--- src/rtl/lsu_pkg.sv ---
// Shared definitions for the load/store sequencer: funct3 encodings, FSM states
// and the alignment/legality helpers used at request acceptance.
package lsu_pkg;

    localparam logic [2:0] F3_B  = 3'b000;
    localparam logic [2:0] F3_H  = 3'b001;
    localparam logic [2:0] F3_W  = 3'b010;
    localparam logic [2:0] F3_BU = 3'b100;
    localparam logic [2:0] F3_HU = 3'b101;

    typedef enum logic [2:0] {IDLE, READ, WRITE, DONE, ERR} state_t;

    function automatic logic misaligned(input logic [2:0] funct3, input logic [1:0] off);
        case (funct3)
            F3_H, F3_HU: misaligned = off[0];
            F3_W:        misaligned = (off != 2'b00);
            default:     misaligned = 1'b0;
        endcase
    endfunction

    // Unsigned widths only exist for loads; 011/110/111 are never legal.
    function automatic logic illegal_f3(input logic store, input logic [2:0] funct3);
        case (funct3)
            F3_B, F3_H, F3_W: illegal_f3 = 1'b0;
            F3_BU, F3_HU:     illegal_f3 = store;
            default:          illegal_f3 = 1'b1;
        endcase
    endfunction

endpackage

--- src/rtl/lsu_lane_merge.sv ---
// Byte/halfword lane handling: merges store data into a read word and
// extracts/extends load data from a read word.
module lsu_lane_merge
    import lsu_pkg::*;
(
    input  logic [31:0] i_word,
    input  logic [15:0] i_wdata,
    input  logic [1:0]  i_off,
    input  logic [2:0]  i_funct3,
    output logic [31:0] o_merged,
    output logic [31:0] o_load
);

    logic [7:0]  w_byte;
    logic [15:0] w_half;
    logic        w_sign;

    always_comb begin
        o_merged = i_word;
        w_byte   = 8'h00;
        w_half   = i_off[1] ? i_word[31:16] : i_word[15:0];
        w_sign   = ~i_funct3[2];
        case (i_off)
            2'd0: w_byte = i_word[7:0];
            2'd1: w_byte = i_word[15:8];
            2'd2: w_byte = i_word[23:16];
            default: w_byte = i_word[31:24];
        endcase
        if (i_funct3[0]) begin
            if (i_off[1]) o_merged[31:16] = i_wdata;
            else          o_merged[15:0]  = i_wdata;
        end else begin
            case (i_off)
                2'd0: o_merged[7:0]   = i_wdata[7:0];
                2'd1: o_merged[15:8]  = i_wdata[7:0];
                2'd2: o_merged[23:16] = i_wdata[7:0];
                default: o_merged[31:24] = i_wdata[7:0];
            endcase
        end
        case (i_funct3[1:0])
            2'b00:   o_load = {{24{w_sign & w_byte[7]}}, w_byte};
            2'b01:   o_load = {{16{w_sign & w_half[15]}}, w_half};
            default: o_load = i_word;
        endcase
    end

endmodule

--- src/rtl/store_rmw_controller.sv ---
// Load/store sequencer for a word-only memory; sub-word stores become read-modify-write.
// States: IDLE accept | READ fetch word | WRITE store word | DONE response | ERR error response
module store_rmw_controller
    import lsu_pkg::*;
#(
    parameter int ADDR_W = 32
) (
    input  logic              clk,
    input  logic              reset,
    input  logic              req_valid,
    output logic              req_ready,
    input  logic              req_store,
    input  logic [2:0]        req_funct3,
    input  logic [ADDR_W-1:0] req_addr,
    input  logic [31:0]       req_wdata,
    output logic              resp_valid,
    output logic [31:0]       resp_rdata,
    output logic              resp_error,
    output logic              mem_req,
    output logic              mem_we,
    output logic [ADDR_W-1:0] mem_addr,
    output logic [31:0]       mem_wdata,
    input  logic [31:0]       mem_rdata,
    input  logic              mem_ack
);

    state_t            r_state;
    logic              r_ready, r_mem_req, r_mem_we, r_resp_valid, r_resp_error, r_store;
    logic [ADDR_W-1:0] r_mem_addr;
    logic [31:0]       r_mem_wdata, r_resp_rdata;
    logic [2:0]        r_f3;
    logic [1:0]        r_off;
    logic [15:0]       r_wdata;
    logic [31:0]       w_merged, w_load;
    logic              w_reject, w_sw;

    assign w_reject = misaligned(req_funct3, req_addr[1:0]) || illegal_f3(req_store, req_funct3);
    assign w_sw     = req_store && (req_funct3 == F3_W);

    // Merge/extract straight from mem_rdata so the RMW write follows the read ack directly.
    lsu_lane_merge u_lane_merge (
        .i_word   (mem_rdata),
        .i_wdata  (r_wdata),
        .i_off    (r_off),
        .i_funct3 (r_f3),
        .o_merged (w_merged),
        .o_load   (w_load)
    );

    always_ff @(posedge clk or posedge reset) begin
        if (reset) begin
            r_state      <= IDLE;
            r_ready      <= 1'b1;
            r_mem_req    <= 1'b0;
            r_mem_we     <= 1'b0;
            r_mem_addr   <= '0;
            r_mem_wdata  <= '0;
            r_resp_valid <= 1'b0;
            r_resp_rdata <= '0;
            r_resp_error <= 1'b0;
            r_store      <= 1'b0;
            r_f3         <= '0;
            r_off        <= '0;
            r_wdata      <= '0;
        end else begin
            r_resp_valid <= 1'b0;
            case (r_state)
                IDLE: if (req_valid && r_ready) begin
                    r_ready <= 1'b0;
                    r_store <= req_store;
                    r_f3    <= req_funct3;
                    r_off   <= req_addr[1:0];
                    r_wdata <= req_wdata[15:0];
                    if (w_reject) begin
                        r_state      <= ERR;
                        r_resp_valid <= 1'b1;
                        r_resp_error <= 1'b1;
                        r_resp_rdata <= '0;
                    end else begin
                        r_state     <= w_sw ? WRITE : READ;
                        r_mem_req   <= 1'b1;
                        r_mem_we    <= w_sw;
                        r_mem_addr  <= {req_addr[ADDR_W-1:2], 2'b00};
                        r_mem_wdata <= req_wdata;
                    end
                end
                READ: if (mem_ack) begin
                    if (r_store) begin
                        r_state     <= WRITE;
                        r_mem_we    <= 1'b1;
                        r_mem_wdata <= w_merged;
                    end else begin
                        r_state      <= DONE;
                        r_mem_req    <= 1'b0;
                        r_resp_valid <= 1'b1;
                        r_resp_error <= 1'b0;
                        r_resp_rdata <= w_load;
                    end
                end
                WRITE: if (mem_ack) begin
                    r_state      <= DONE;
                    r_mem_req    <= 1'b0;
                    r_mem_we     <= 1'b0;
                    r_resp_valid <= 1'b1;
                    r_resp_error <= 1'b0;
                    r_resp_rdata <= '0;
                end
                DONE, ERR: begin
                    r_state <= IDLE;
                    r_ready <= 1'b1;
                end
                default: r_state <= IDLE;
            endcase
        end
    end

    assign req_ready  = r_ready;
    assign mem_req    = r_mem_req;
    assign mem_we     = r_mem_we;
    assign mem_addr   = r_mem_addr;
    assign mem_wdata  = r_mem_wdata;
    assign resp_valid = r_resp_valid;
    assign resp_rdata = r_resp_rdata;
    assign resp_error = r_resp_error;

endmodule

--- config.mk ---
export PLATFORM = sky130hd
export DESIGN_NAME = store_rmw_controller
export DESIGN_NICKNAME = d
export VERILOG_FILES = /design/src/rtl/lsu_pkg.sv /design/src/rtl/lsu_lane_merge.sv /design/src/rtl/store_rmw_controller.sv
export SDC_FILE = /design/constraint.sdc
export NUM_CORES = 1
export LEC_CHECK = 0
export CAP_MARGIN = 20
export CORE_AREA = 2 2 132 134
export DETAILED_ROUTE_END_ITERATION = 12
export DIE_AREA = 0 0 134 136
export PLACE_DENSITY = 0.68
export REMOVE_ABC_BUFFERS = 1
export SYNTH_ARGS = -nofsm -noshare
export SYNTH_HDL_FRONTEND = slang
export SYNTH_HIERARCHICAL = 1
export SYNTH_SLANG_ARGS = --single-unit
--- constraint.sdc ---
create_clock -name clk -period 12.6 [get_ports clk]
set_clock_uncertainty 0.2 [all_clocks]
set_input_delay 2.52 -clock clk [delete_from_list [all_inputs] [get_ports clk]]
set_output_delay 2.52 -clock clk [all_outputs]
set_load 0.02 [all_outputs]
==> results summary <==
The run finished with clean final reports. The final core utilization is 55.7%. dfrtp_1 is the most common cell in the netlist. The post-synthesis cell type count is 45. The signed area change from the synthesized netlist to the final layout is 41.6%. The worst-case vdd ir drop came out at 0.000126 V.

Buffers inserted to repair hold after CTS numbered 0. The wire length of the first global-routing pass is approximately 31 mm. Setup violations remaining at the end of the flow were counted as 0.

After detailed placement, the design holds a cell count of between 900 and 1000. The post-route fraction of the period consumed by the critical path is roughly two fifths. The switching power total came out at a little under 0.001 W.

Of the total power, combinational logic draws 52.1%. The startpoint identified for the worst hold timing path is mem_addr[21]. Sorting the synthesized cells by how often they occur yields dfrtp_1 (123), mux2_2 (112), nand2_1 (77). The critical path is of the in -> reg type. Hold is met by about 290 ps. The count of inserted antenna diode cells came out at 0. The startpoint type of the worst setup path is an input pin. CTS placed an instance of clkbuf_16 at the clock tree root. The warning count from the yosys run came out at 6. After synthesis, the largest area contributor takes up between 40% and 50% of total cell area. After detailed routing, the total wire length is about 20 mm. The final cell count without fillers came out at 1026.

The worst setup slack after layout came out at about 7700 ps. The clock period could shrink to around 5000 ps. In this run the worst path has a maximum fanout of 33. The power density over the cells is ~270 mW/mm2.

The initial antenna violation count is 1. The clock tree synthesis step divided the H-tree into 4 levels. The clock transition time at the flip-flop clock pins of the worst setup and hold paths is about 50 ps.

The count of boundary I/O pins came out at just over 200. In this run the tool buffered the top-level ports with just over 200 buffer cells. The average wire per standard cell came out at slightly below 20 um. The routed layout has between 5000 and 6000 vias. The via-per-instance ratio is 5.30. The transition time of the tightest slew-check pin came out at about 1000 ps. Once the floorplan was initialized, standard cells occupied 39.3% of the core. The horizontal extent of the die is roughly 130 um. Max-cap violations in this run came to 0. The startpoint identified for the worst register-to-register timing path is r_off[0].

The most critical setup path has its startpoint at mem_ack. STA classifies the critical path endpoint as a flip-flop. The first detailed-routing pass took 5 iterations. The tightest min-delay check is of the reg -> reg type. The most used flip-flop cell after synthesis is dfrtp_1. Sorting the synthesized cells by area gives the leading types as dfrtp_1 (46%), mux2_2 (19%), mux2i_1 (5.3%), nand2_1 (4.4%), mux2_1 (3.6%). The floorplan step set the die height to 136 um. The required arrival time at the worst endpoint is approximately 13000 ps. The cell depth of the worst min-delay path is 1. The site row count came out at 48. The die area came out at about 0.018 mm2. The part of the Yosys area used for sequential elements came out at 46.8%. For this run the aggregate overflow at the end of global routing stands at 0. Before CTS, the worst setup slack after placement is approximately 7300 ps. The remaining antenna violation count is 0. The post-detailed-placement half-perimeter wirelength is 13.7 mm. The pin count of the biggest net entering global routing is 70. The total of cells resized after clock tree synthesis is 0. Setup repair after global routing left no endpoint under its margin. Global routing consumed, over all layers together, between 20% and 30% of the routing resources. The placer congestion estimate came out at approximately 0.82. The number of enable flip-flop cells after synthesis is 0. The synthesized design spends more area on one cell type than any other, namely dfrtp_1. Of the total power, the clock network draws a little under a fifth. The clock reaches the later pin of the worst-skew pair after 410 ps. The share of post-route cells with drive strength above 1 came out at 19.9%. The cell area that synthesis handed to floorplanning was around 0.0066 mm2. After routing, the total negative slack on setup checks comes to 0 ps. The count of buffers added by post-CTS timing repair for setup came out at 0. The highest achievable clock rate is about 200 MHz. The remaining design rule violation count came out at 0. The number of endpoints with negative hold slack in the final report is 0. The leakage power total is between 3 and 4 nW. The count of routing violations after the opening detailed-route iteration came out at about 260. The number of register bits inferred by synthesis is between 100 and 150. The arrival time reported for the critical path endpoint came out at between 5000 and 6000 ps. The mean post-synth cell area is around 11 um2.

Registers are responsible for 29.1% of the overall power. The net count reported at finish came out at 893. The fraction of synthesis flops using an asynchronous set or reset pin came out at 100%.

The switching share of power came out at between 30% and 40%. Clock tree synthesis found a total of around 120 sinks. Measured in cells, the most critical reg-to-reg path has a length of 6. The internal power is 0.00153 W. The via count of the first global-routing pass came out at 5836. TritonCTS built the clock tree. The area of the core is between 0.015 and 0.02 mm2. Headroom to the max-slew limit came out at between 30% and 40%. The cell count after synthesis came out at about 600. The clock buffer count from CTS is 17. Counting along the longest clock path gives a buffer depth of 2.

The max-slew violation count came out at 0.
## cell type report
| type | count | area [um2] |
|---|---|---|
| clock buffers | 23 | 468 |
| fillers | 1425 | 7480 |
| repair buffers | 211 | 2110 |
| inverters | 41 | 156 |
| multi-input cells | 394 | 3180 |
| well taps | 225 | 282 |
| clock inverters | 8 | 92.6 |
| flip-flops and latches | 124 | 3100 |
## cell families after synthesis
logic type	Yosys count	share of synthesized area, %
compound gates	104	11.3
flops	124	46.8
mux	168	27.9
simple gates	120	8.32
buf+inv	84	5.70
other cells	1	0.0565
## flip-flops by register name, summed over array words and instances, names as in the netlist
| signal | count |
|---|---|
| mem_req | 1 |
| r_wdata | 16 |
| r_off | 2 |
| r_state | 3 |
| r_f3 | 3 |
| mem_we | 1 |
| mem_wdata | 32 |
| resp_error | 1 |
| r_store | 1 |
| resp_valid | 1 |
| req_ready | 1 |
| mem_addr | 30 |
| resp_rdata | 32 |
## power by group through the flow
stage	clock network, W	logic, W	registers, W
floorplan	0	0.000583	0.000910
global route	0.000502	0.00140	0.000759
CTS	0.000482	0.00132	0.000734
detailed placement	0	0.00131	0.000737
global placement	0	0.00128	0.000727
finish	0.000472	0.00131	0.000734
## placed cells by master, fill, tap and decap left out, types with 3 or more instances in the layout
cell type,count
a211o_1,3
a21o_1,4
a21oi_1,23
a221o_1,8
a22oi_1,8
a2bb2oi_1,8
and3_1,3
buf_4,7
clkbuf_1,4
clkbuf_16,17
clkdlybuf4s50_1,202
clkinv_2,5
dfrtp_1,123
inv_1,39
mux2_1,21
mux2_2,112
mux2i_1,35
nand2_1,77
nand2b_1,4
nand3_1,4
nor2_1,11
nor2b_1,13
o21ai_0,16
o22a_1,6
o22ai_1,17
## critical path: stages
cell             delay [ps]
clkdlybuf4s50_1         580
nand2b_1                130
a221oi_2                530
o41ai_4                 200
inv_2                   750
mux2i_1                 290
## metal layers
layer  GRT usage [%]  routed length, um  up-vias
met1            26.6               7950     2642
met5               0                 13        -
met4            6.44                374        2
met2            36.2               9330      272
li1                -                  -     2490
met3            9.25               2130       32
## worst paths after layout
path	to	slack [ps]
hold reg to reg	mem_addr[21]	290
min in group asynchronous	mem_addr[14]	2390
setup / recovery	resp_rdata[20]	7680
setup reg to reg	mem_wdata[4]	9490
max in group asynchronous	mem_wdata[17]	8370
hold / removal	mem_addr[21]	290
## through the flow
stage	power, W	cell area [um2]
finish	0.00252	9400
global route	0.00266	9400
CTS	0.00253	9400
detailed placement	0.00205	8830
global placement	0.00201	8800
floorplan	0.00149	6410
(Power assumes the default switching activity.)
